==> src/rtl/run_counter4.sv <==
// 4-bit modulo-MOD run counter with IDLE/RUN/DONE sequencing, synchronous load,
// terminal-count, wrap pulse and sticky overflow flags.

module incrementer4bit (
   input  logic [3:0] i_a,
   output logic [4:0] o_sum
);
   assign o_sum = {1'b0, i_a} + 5'd1;
endmodule

module run_counter4 #(
   parameter int MOD     = 16,
   parameter int ONESHOT = 0
) (
   input  logic       clk,
   input  logic       rst_n,
   input  logic       start,
   input  logic       stop,
   input  logic       en,
   input  logic       load,
   input  logic [3:0] load_val,
   input  logic       clr_ovf,
   output logic [3:0] count,
   output logic       busy,
   output logic       done,
   output logic       tc,
   output logic       wrap,
   output logic       ovf
);

   typedef enum logic [1:0] {
      ST_IDLE = 2'd0,
      ST_RUN  = 2'd1,
      ST_DONE = 2'd2
   } state_t;

   localparam logic [4:0] MOD_W = 5'(MOD);
   localparam logic [3:0] LAST  = 4'(MOD - 1);

   state_t     r_state;
   logic [3:0] r_count;
   logic       r_wrap;
   logic       r_ovf;

   logic [4:0] w_sum;
   logic [3:0] w_load_val;
   logic       w_inc;
   logic       w_wrap_evt;

   incrementer4bit u_inc (
      .i_a   (r_count),
      .o_sum (w_sum)
   );

   assign w_load_val = (load_val > LAST) ? LAST : load_val;
   assign w_inc      = (r_state == ST_RUN) && en && !load;
   // A 5-bit compare covers MOD=16, where the wrap shows up as the carry bit.
   assign w_wrap_evt = w_inc && (w_sum == MOD_W);

   // NOTE: non-blocking assignments keep every register sampling pre-edge values.
   always_ff @(posedge clk or negedge rst_n) begin
      if (!rst_n) begin
         r_state <= ST_IDLE;
         r_count <= 4'd0;
         r_wrap  <= 1'b0;
         r_ovf   <= 1'b0;
      end else begin
         r_wrap <= w_wrap_evt;

         if (w_wrap_evt)
            r_ovf <= 1'b1;
         else if (clr_ovf)
            r_ovf <= 1'b0;

         if (load)
            r_count <= w_load_val;
         else if (w_wrap_evt)
            r_count <= 4'd0;
         else if (w_inc)
            r_count <= w_sum[3:0];

         case (r_state)
            ST_IDLE: if (start) r_state <= ST_RUN;
            ST_DONE: if (start) r_state <= ST_RUN;
            ST_RUN: begin
               // stop outranks the one-shot transition on the same edge.
               if (stop)
                  r_state <= ST_IDLE;
               else if (w_wrap_evt && (ONESHOT != 0))
                  r_state <= ST_DONE;
            end
            default: r_state <= ST_IDLE;
         endcase
      end
   end

   assign count = r_count;
   assign busy  = (r_state == ST_RUN);
   assign done  = (r_state == ST_DONE);
   assign tc    = w_wrap_evt;
   assign wrap  = r_wrap;
   assign ovf   = r_ovf;

endmodule

==> config.mk <==
export PLATFORM = sky130hd
export DESIGN_NAME = run_counter4
export DESIGN_NICKNAME = d
export VERILOG_FILES = /design/src/rtl/run_counter4.sv
export SDC_FILE = /design/constraint.sdc
export NUM_CORES = 1
export LEC_CHECK = 0
export ABC_CLOCK_PERIOD_IN_PS = 2700
export CORE_AREA = 3 3 40 42
export DETAILED_ROUTE_END_ITERATION = 10
export DIE_AREA = 0 0 43 45
export PLACE_DENSITY = 0.58
export SYNTH_ARGS = -nofsm -noshare
export SYNTH_HDL_FRONTEND = slang
export SYNTH_SLANG_ARGS = --single-unit
==> constraint.sdc <==
create_clock -name clk -period 2.7 [get_ports clk]
set_input_delay 0.405 -clock clk [delete_from_list [all_inputs] [get_ports clk]]
set_output_delay 0.405 -clock clk [all_outputs]
set_load 0.005 [all_outputs]
Word-level counts from Yosys, hierarchy flattened
Index checks and enable logic that the tools add are counted.
{"block": "totals", "ff_bits": 8, "in_bits": 11}
{"block": "op_classes", "add_sub_neg": 1, "magnitude_cmp": 1, "n_eq_ne": 5, "mux": 9, "reduce_logical": 9}
{"op": "$mux 4", "count": 4}
{"op": "$add 4x1->5 const B", "count": 1}
{"op": "$eq 5x5->1 const B", "count": 1}
{"op": "$gt 4x4->1 const B", "count": 1}
{"op": "$mux 2", "count": 2}
{"op": "$pmux 2 s2", "count": 1}
{"op": "$logic_and 1x1->1", "count": 3}
{"op": "$reduce_bool 3->1", "count": 1}
{"op": "$eq 2x1->1 const B", "count": 1}
{"op": "$eq 2x2->1 const B", "count": 1}
{"op": "$logic_not 2->1", "count": 1}
{"op": "$mux 1", "count": 2}
{"op": "$ne 2x1->1 const B", "count": 1}
{"op": "$ne 2x2->1 const B", "count": 1}
{"op": "$reduce_and 2->1", "count": 1}
{"op": "$reduce_bool 2->1", "count": 1}
{"op": "$reduce_or 2->1", "count": 1}
{"op": "$logic_not 1->1", "count": 1}

Longest topological paths before layout
Gate-level depths: netlist of run 1.
{"block": "depth", "word_depth": 6, "ltp_mapped": 4, "mapped_depth_nobuf": 4}

Modules after synthesis
Synthesis of run 1 repeated with hierarchy kept, for this count alone.
{"block": "hier_totals", "hier_cells": 40, "area_unflattened_um2": 411.6}
{"mod": "run_counter4", "n_inst": 1, "cells_each": 34, "area_per_inst_um2": 365.4, "seq_area_each_um2": 175.2}
{"mod": "incrementer4bit", "n_inst": 1, "cells_each": 6, "area_per_inst_um2": 46.3, "seq_area_each_um2": 0.0}

Worst setup path before layout of run 1
Ideal clock, no wire load.
{"block": "synth_timing", "path_kind": "flip-flop to output port", "start": "register r_count[0], in the netlist count[0]", "end": "output port tc", "t_arrival_ns": 0.987, "setup_slack_ns": 1.308, "path_stages_with_launch": 4, "n_path_buf": 0, "cell_sequence": "dfrtp_1 -> ha_1 -> nand3_1 -> nor4b_2"}
{"block": "synth_between", "elab_chain_cells": 3}
{"element": "start: declaration", "line_no": "41", "source": "logic [3:0] r_count;"}
{"element": "start signal: assignment", "line_no": "76", "source": "r_count <= w_load_val;"}
{"element": "start signal: assignment", "line_no": "80", "source": "r_count <= w_sum[3:0];"}
{"element": "$add 4x1->5", "line_no": "8", "source": "assign o_sum = {1'b0, i_a} + 5'd1;"}
{"element": "$eq 5x5->1", "line_no": "58", "source": "assign w_wrap_evt = w_inc && (w_sum == MOD_W);"}
{"element": "$logic_and 1x1->1", "line_no": "58"}
{"element": "end: declaration", "line_no": "26", "source": "output logic tc,"}
No other way between the ends.

Worst setup path after layout of run 1
{"block": "layout_timing", "start": "input port en", "end": "output port tc"}
{"block": "layout_between", "elab_chain_cells": 3}
{"element": "start: declaration", "line_no": "19", "source": "input logic en,"}
{"element": "$logic_and 1x1->1 (2 in series)", "line_no": "56", "source": "assign w_inc = (r_state == ST_RUN) && en && !load;"}
{"element": "$logic_and 1x1->1", "line_no": "58"}
No other way between the ends.

==> metrics.txt, run 1 <==
Mapped Cells=32; Crit path buffers/inverters=2; post-route cell area=between 500 and 600 sq um; All-Layer GR Usage=under 10%; Vias=300; final setup fails=0; Area contributors post-synth=dfrtp_1 53%, o21ai_0 6.0%, xor2_1 5.3%; Main synth FF type=dfrtp_1; first-pass GRT wire length=about 1.2 mm; I/O pin cnt=20; critical-path cell list=clkdlybuf4s50_1 > nand3_1 > nor4b_2 > clkdlybuf4s50_1; Antenna Nets Post-Route=0; number of global-route vias before repair=283; drt pass-1 iters=2; row cnt=13; Die W=around 43 um; initial antenna violation count=0; Synth Warn #=0; Fin. Hold Viols=0; min cycle time layout=2.29 ns; Layout area overhead=67.9%; Crit Path Max Fanout=3; register bit total from synthesis=7; Final Max Slew Viols=0; DP Area=531 sq um; Clock Root Buffer=clkbuf_4; nets=67; synth cell count leaders=7 x dfrtp_1, 4 x nand2_1, 4 x o21ai_0; largest net degree at the start of global routing=8; GPL Wtd Cong=0.686; remaining global-route overflow=0; Mapped Area=roughly 330 sq um; Port Buf Inserts=18; n_diodes=0; run status=completed; Leak=around 0.25 nW; clock transition at the registers of the reported paths=0.05 ns; sequential element share of the synthesized area=52.8%; post-synth top area share=between 50 and 60%; Total Die Area=between 1500 and 2000 sq um; # fillers=136; CTS resizes=0; CP endpoint kind=primary output; Critical Path Start Type=input pin; share of layout cells above drive strength 1=roughly 11%; Arrival @ worst endpoint=1.88 ns; Post-synth ARST share=100%; Synth cell types=17; HP Class=in -> async; CTS tree=done; via density per instance=approximately 4.3; Slowest-stage cell, CP=clkdlybuf4s50_1; CP most frequent cell=clkdlybuf4s50_1; Initial DRC Count=4; TNS Setup=0 ns; CTS max path bufs=2; drt drc=0; starting density of the core=25.8%; Mapped Nets=44; CORE AREA=around 1300 sq um; HPWL Detailed=561 um; CTS Sinks=7; RSZ-0062 raised after global routing=false; CP peak stage delay=between 0.5 and 0.6 ns; Syn Area/Cell=about 10 sq um; Setup CP Type=in -> out; clock skew=0.000564 ns; Hold Buf Count CTS=0; critical path required time=2.30 ns; Tcrit/Tclk final=between 80% and 90%; FMAX=approximately 0.44 GHz; most common cell in the netlist=dfrtp_1; H-tree Lvls=1; Largest delay share family, worst path=buffers and inverters; Total Routed Length=about 700 um; Peak VDD IR=roughly 360 uV; Post-synth EDFFs=0; routed len/inst=10.1 um; Synth area leader=dfrtp_1; setup bufs post-CTS=0; power per cell area=just over 500 nW/um^2; cts bufs inserted=3; die height=between 40 and 50 um; clock latency on the worst-skew pair=0.25 ns; Max Cap Viol=0
## kinds of logic (layout without fill, tap and decap cells)
family,Yosys count,in the layout,synth area share (%)
buffers and inverters,3,25,4.53
XOR/XNOR,2,2,5.28
AND/OR/NAND/NOR,10,10,17.7
other,1,1,1.13
multiplexers,1,1,3.02
flip-flops,7,7,52.8
AO/OA/AOI/OAI,7,7,11.7
adder cells (fa/ha/maj),1,1,3.77
## report_power, final
| group | internal (mW) | switching [mW] |
|---|---|---|
| Combinational | 0.0415 | 0.0216 |
| Sequential | 0.115 | 0.0122 |
| Clock | 0.0564 | 0.0385 |
## sequential cells by signal, indices dropped and copies added (netlist names)
name	cells
count	4
ovf	1
r_state	1
wrap	1
## cell usage in the layout (no fill, tap or decap)
cell / n
xor2_1: 2
clkbuf_1: 1
nor4b_2: 1
clkdlybuf4s50_1: 18
a21oi_1: 1
buf_4: 1
inv_1: 2
mux2i_1: 1
dfrtp_1: 7
or3_1: 1
nor2_1: 2
conb_1: 1
a21o_1: 1
o21ai_0: 4
clkbuf_4: 3
a31oi_1: 1
ha_1: 1
nand2_1: 4
nand3_2: 1
nand3_1: 1
## worst register-to-register path, delay by kind of cell (launching register included)
family,cells,cell delay [ns]
DFF,1,0.42
and+or+nand+nor,2,0.44
adders and majority gates,1,0.17
AOI/OAI and AO/OA,1,0.13
## per-layer routing
layer	routed length [um]	vias to the layer above	GRT usage, %	part of all wire, %
met5	0	-	0	0
met4	23	0	9.04	3.3
li1	-	153	-	-
met3	71	4	5.98	10
met2	288	15	11.1	41
met1	313	128	11.0	45
## worst paths after layout
path	from	to	slack (ns)	depth (start not counted)
worst max register to register	count[0]	ovf	1.49	4
worst min-delay path	rst_n	count[2]	0.42	1
min in group clk	ovf	ovf	0.48	1
worst min register to register	ovf	ovf	0.48	1
max in group asynchronous	rst_n	count[3]	2.04	1
worst max-delay path	en	tc	0.41	4
## layout make-up
class | instances | area (sq um) | share of cell area (%)
repair buffers | 19 | 188 | 33.7
clock buffers | 4 | 26.3 | 4.72
well taps | 15 | 18.8 | 3.37
flip-flops and latches | 7 | 175 | 31.5
multi-input cells | 22 | 141 | 25.4
inverters | 2 | 7.51 | 1.35
## per-stage QoR
step	utilization (%)	setup slack [ns]	hold WS, ns	power (mW)	instances
global route	43.3	0.310	0.425	0.306	69
CTS	43.3	0.374	0.427	0.290	69
detailed placement	41.3	0.374	0.474	0.193	65
finish	43.3	0.412	0.416	0.285	69
floorplan	-	1.31	0.109	0.150	32
global placement	41.3	0.390	0.469	0.193	65
Power figures use the tool's default switching activity.
==> run 2: changes to the inputs <==
--- a/config.mk
+++ b/config.mk
@@ -5,11 +5,11 @@
 export SDC_FILE = /design/constraint.sdc
 export NUM_CORES = 1
 export LEC_CHECK = 0
-export ABC_CLOCK_PERIOD_IN_PS = 2700
+export ABC_CLOCK_PERIOD_IN_PS = 2100
 export CORE_AREA = 3 3 40 42
 export DETAILED_ROUTE_END_ITERATION = 10
 export DIE_AREA = 0 0 43 45
-export PLACE_DENSITY = 0.58
+export PLACE_DENSITY = 0.61
 export SYNTH_ARGS = -nofsm -noshare
 export SYNTH_HDL_FRONTEND = slang
 export SYNTH_SLANG_ARGS = --single-unit
==> constraint.sdc (replaced) <==
create_clock -name clk -period 2.1 [get_ports clk]
set_input_delay 0.315 -clock clk [delete_from_list [all_inputs] [get_ports clk]]
set_output_delay 0.315 -clock clk [all_outputs]
set_load 0.005 [all_outputs]
==> run 2 against run 1 <==
  * Sequential share of layout area fell by 2.1 points
  * Global-route usage rose by 0.28 points
  * Hold slack got worse by 0.084 ns
  * Final cell count rose by 7.2%
  * Via count rose by 0.33%
  * Highest routed layer unchanged
==> metrics.txt, run 2 (same netlist as run 1, synthesis figures left out) <==
Crit path buffers/inverters=1 (was 2); Slowest-stage cell, CP=dfrtp_1 (was clkdlybuf4s50_1); via density per instance=4.07 (was 4.35); Vias=301 (was 300); FMAX=0.594 GHz; Die W=43 um (unchanged); CORE AREA=1280 sq um (unchanged); GPL Wtd Cong=0.660 (was 0.686); run status=completed (unchanged); CP endpoint kind=primary output (unchanged); drt drc=0 (unchanged); Total Routed Length=746 um (was 696 um); final setup fails=0 (unchanged); fin cells=74 (was 69); Critical Path Start Type=register (was input pin); Clock Root Buffer=clkbuf_4 (unchanged); nets=72 (was 67); Max Cap Viol=0 (unchanged); starting density of the core=25.8% (unchanged); Tcrit/Tclk final=between 80% and 90%; final hold slack=0.332 ns (was 0.416 ns); H-tree Lvls=1 (unchanged); I/O pin cnt=20 (unchanged); fin util=46.4% (was 43.3%); Setup CP Type=reg -> out (was in -> out); initial antenna violation count=0 (unchanged); Total Die Area=1940 sq um (unchanged); power per cell area=637 nW/um^2 (was 513 nW/um^2); CTS Sinks=7 (unchanged); Final Max Slew Viols=0 (unchanged); Fin. Hold Viols=0 (unchanged); first-pass GRT wire length=1.30 mm (was 1.21 mm); clock transition at the registers of the reported paths=0.06 ns (was 0.05 ns); CP peak stage delay=0.39 ns (was 0.56 ns); number of global-route vias before repair=309 (was 283); min cycle time layout=about 1.7 ns; routed len/inst=10.1 um (about the same); Arrival @ worst endpoint=1.37 ns (was 1.88 ns); cts bufs inserted=3 (unchanged); Layout area overhead=80.0% (was 67.9%); HPWL Detailed=602 um (was 561 um); Crit Path Max Fanout=3 (unchanged); drt pass-1 iters=1 (was 2); CTS tree=done (unchanged); Antenna Nets Post-Route=0 (unchanged); clock latency on the worst-skew pair=0.25 ns (about the same); Initial DRC Count=0 (was 4); remaining global-route overflow=0 (unchanged); Largest register FFs=4 (unchanged); Port Buf Inserts=18 (unchanged); Leak=0.291 nW (was 0.248 nW); critical path required time=1.78 ns (was 2.30 ns); commonest non-fill, non-tap cell in the layout=clkdlybuf4s50_1 (unchanged); n_diodes=0 (unchanged); placed cell count=67 (was 65); commonest non-fill, non-tap cells in the layout=17 x clkdlybuf4s50_1, 7 x dfrtp_1, 6 x buf_4 (was 18 x clkdlybuf4s50_1, 7 x dfrtp_1, 4 x nand2_1, 4 x o21ai_0, 3 x clkbuf_4); All-Layer GR Usage=9.66% (was 9.38%); row cnt=13 (unchanged); Largest delay share family, worst path=simple AND/OR/NAND/NOR gates (was buffers and inverters); HP Class=in -> async (unchanged); Peak VDD IR=330 uV (was 360 uV); critical-path cell list=ha_1 > nand3_1 > nor4b_2 > dlymetal6s2s_1 (was clkdlybuf4s50_1 > nand3_1 > nor4b_2 > clkdlybuf4s50_1); share of layout cells above drive strength 1=18.6% (was 11.1%); die height=45 um (unchanged); TNS Setup=0 ns (unchanged); RSZ-0062 raised after global routing=false (unchanged); CTS max path bufs=2 (unchanged); largest net degree at the start of global routing=8 (unchanged); clock skew=0.00366 ns (was 0.000564 ns)
run 2: routing by layer:
layer	GRT usage (%)	part of all wire, %	wire length [um]	vias to the layer above
met4	7.23	1.7	13	0
li1	-	-	-	160
met2	13.8	45	338	13
met5	0	0	0	-
met3	2.39	6.4	48	2
met1	12.6	46	344	126
run 2: worst paths after layout:
check / startpoint / end / slack, ns / depth (start not counted)
max: count[0] / tc / 0.42 / 4
min: rst_n / count[2] / 0.33 / 1
max reg2reg: count[0] / ovf / 0.87 / 5
min reg2reg: ovf / ovf / 0.47 / 1
max in group asynchronous: rst_n / count[0] / 1.52 / 1
min in group clk: ovf / ovf / 0.47 / 1
run 2: worst reg2reg max path, delay by kind of cell, from the launching register on:
family / cells / cell delay (ns)
buf+inv: 1 / 0.16
compound gates: 1 / 0.07
fa+ha+maj: 1 / 0.16
simple gates: 2 / 0.40
flops: 1 / 0.39
run 2: power breakdown:
group	leakage, nW	switching (mW)	internal [mW]
registers	0.0867	0.0143	0.148
clock network	0.0150	0.0495	0.0725
logic	0.190	0.0319	0.0643
run 2: repair_timing:
action | CTS | global route
pin swaps | 0 | 1
setup buffers | 1 | 2
endpoints found under the setup margin | 1 | 1
hold buffers | 0 | 0
hold endpoints to repair | 0 | 0
gates resized for setup | 0 | 1
run 2: final cells by class:
type	instances	area [sq um]
Sequential cell	7	175
Multi-Input combinational cell	22	141
Clock buffer	4	26.3
Timing Repair Buffer	24	228
Inverter	2	7.51
Tap cell	15	18.8
Fill cell	138	688
run 2: metrics by stage:
stage / power, mW / worst slack (ns) / instance area (sq um)
after floorplan: 0.192 / 0.798 / 332
after global placement: 0.250 / 0.0689 / 546
after detailed placement: 0.250 / 0.0517 / 546
after CTS: 0.380 / 0.0113 / 579
after global routing: 0.409 / 0.288 / 597
final: 0.380 / 0.415 / 597
==> run 3: changes to the inputs <==
--- a/config.mk
+++ b/config.mk
@@ -5,7 +5,7 @@
 export SDC_FILE = /design/constraint.sdc
 export NUM_CORES = 1
 export LEC_CHECK = 0
-export ABC_CLOCK_PERIOD_IN_PS = 2100
+export ABC_CLOCK_PERIOD_IN_PS = 1430
 export CORE_AREA = 3 3 40 42
 export DETAILED_ROUTE_END_ITERATION = 10
 export DIE_AREA = 0 0 43 45
==> constraint.sdc (replaced) <==
create_clock -name clk -period 1.43 [get_ports clk]
set_input_delay 0.2145 -clock clk [delete_from_list [all_inputs] [get_ports clk]]
set_output_delay 0.2145 -clock clk [all_outputs]
set_load 0.005 [all_outputs]
==> run 3 against run 2 <==
  * The flow now finishes with violations (setup timing)
  * Sequential cell count is the same
  * Final cell count is 11% higher
  * Clock power grew 56%
  * Register-to-register slack got worse by 0.72 ns
  * Utilization rose by 6.7 points
  * Clock skew down 0.0029 ns
  * Combinational power up 100%
==> metrics.txt, run 3 (same netlist as run 1, synthesis figures left out) <==
clock latency on the worst-skew pair=0.25 ns (about the same); final hold slack=0.222 ns (was 0.332 ns); Antenna Nets Post-Route=0 (unchanged); largest net degree at the start of global routing=8 (unchanged); CP endpoint kind=primary output (unchanged); initial antenna violation count=0 (unchanged); CORE AREA=1280 sq um (unchanged); drt pass-1 iters=3 (was 1); CP peak stage delay=0.37 ns (was 0.39 ns); Initial DRC Count=5 (was 0); Tcrit/Tclk final=108%; Total Routed Length=1.02 mm (was 746 um); CTS Sinks=7 (unchanged); Largest delay share family, worst path=flip-flops (was simple AND/OR/NAND/NOR gates); All-Layer GR Usage=12.1% (was 9.66%); Port Buf Inserts=18 (unchanged); I/O pin cnt=20 (unchanged); cts bufs inserted=3 (unchanged); sequential cell area=175 sq um (unchanged); final setup margin=-0.108 ns (was 0.415 ns); nets=80 (was 72); worst slack, placed=-0.467 ns (was 0.0517 ns); H-tree Lvls=1 (unchanged); # fillers=118 (was 138); Vias=364 (was 301); fin util=53.2% (was 46.4%); remaining global-route overflow=0 (unchanged); Slowest-stage cell, CP=dfrtp_1 (unchanged); Final Max Slew Viols=0 (unchanged); Crit path buffers/inverters=1 (unchanged); Critical Path Start Type=register (unchanged); HP Class=in -> async (unchanged); RSZ-0062 raised after global routing=true (was false); TNS Setup=-0.108 ns (was 0 ns); via density per instance=4.44 (was 4.07); row cnt=13 (unchanged); post-route cell area=683 sq um (was 597 sq um); critical path required time=1.22 ns (was 1.78 ns); Setup CP Type=reg -> out (unchanged); failing checks=setup timing; die height=45 um (unchanged); multi-input logic area=173 sq um (was 141 sq um); Crit Path Max Fanout=2 (was 3); n_diodes=0 (unchanged); run status=finished, violations left (was completed); final setup fails=1 (was 0); Total Die Area=1940 sq um (unchanged); Clock Root Buffer=clkbuf_4 (unchanged); critical-path cell list=ha_2 > nand3_4 > nor4b_4 > buf_2 (was ha_1 > nand3_1 > nor4b_2 > dlymetal6s2s_1); Largest register FFs=4 (unchanged); Arrival @ worst endpoint=1.32 ns (was 1.37 ns); power per cell area=907 nW/um^2 (was 637 nW/um^2); DP Area=613 sq um (was 546 sq um); FMAX=between 0.6 and 0.7 GHz; Layout area overhead=106% (was 80.0%); routed len/inst=12.4 um (was 10.1 um); Leak=0.329 nW (was 0.291 nW); clock transition at the registers of the reported paths=0.06 ns (about the same); CTS tree=done (unchanged); commonest non-fill, non-tap cells in the layout=12 x clkdlybuf4s50_1, 12 x buf_4, 7 x dfrtp_1 (was 17 x clkdlybuf4s50_1, 7 x dfrtp_1, 6 x buf_4); first-pass GRT wire length=1.66 mm (was 1.30 mm); Die W=43 um (unchanged); drt drc=0 (unchanged); starting density of the core=25.8% (unchanged); GPL Wtd Cong=0.785 (was 0.660); number of global-route vias before repair=390 (was 309); CTS max path bufs=2 (unchanged); clock skew=0.000724 ns (was 0.00366 ns); Max Cap Viol=0 (unchanged); share of layout cells above drive strength 1=32.8% (was 18.6%); min cycle time layout=between 1.5 and 2 ns; HPWL Detailed=763 um (was 602 um); Fin. Hold Viols=0 (unchanged); Peak VDD IR=412 uV (was 330 uV)
run 3: changes by cell type in the layout (fill, tap and decap cells not counted), sizes merged:
cell,change
buf,+9
clkdlybuf4s15,+1
clkdlybuf4s50,-5
dlygate4sd2,+4
dlymetal6s2s,-1
run 3: cell type report:
type,count,share of cell area (%)
clock buffers,4,3.85
inverters,2,1.10
multi-input cells,22,25.3
flip-flops and latches,7,25.6
well taps,15,2.75
repair buffers,32,41.4
run 3: what timing repair did:
action / CTS / global route
buffers inserted: 3 / 2
pin swaps: 1 / 4
resized for setup: 11 / 6
hold buffers: 0 / 0
endpoints found under the setup margin: 6 / 2
run 3: path summary, 6_finish.rpt:
check                      startpoint       end  slack [ns]  depth (start not counted)
max                          count[1]        tc       -0.11                          4
min                             rst_n  count[2]        0.22                          1
max reg2reg                  count[0]  count[3]        0.15                          5
min reg2reg                       ovf       ovf        0.48                          1
max in group asynchronous       rst_n      wrap        0.97                          1
min in group clk                  ovf       ovf        0.48                          1
run 3: metrics by stage:
step	total power, mW	instances
after CTS	0.611	83
final	0.620	82
after detailed placement	0.418	76
after floorplan	0.283	32
after global placement	0.414	76
after global routing	0.656	82
run 3: worst register-to-register path, cell delays in order, from the launching register on:
cell and delay (ns):
dfrtp_1 0.36, buf_4 0.14, nand3_4 0.09, buf_6 0.13, or3_1 0.37, a31oi_1 0.13
run 3: power by group:
group / internal, mW / leakage (nW) / switching, mW
combinational: 0.120 / 0.228 / 0.0771
sequential: 0.217 / 0.0867 / 0.0157
clock: 0.107 / 0.0150 / 0.0827
total: 0.444 / 0.329 / 0.175
run 3: per-layer routing:
metal  global-route usage, %  wire length (um)
met4                    7.23                 0
met2                    20.1               551
met1                    14.4               407
met5                       0                 0
met3                    2.79                59
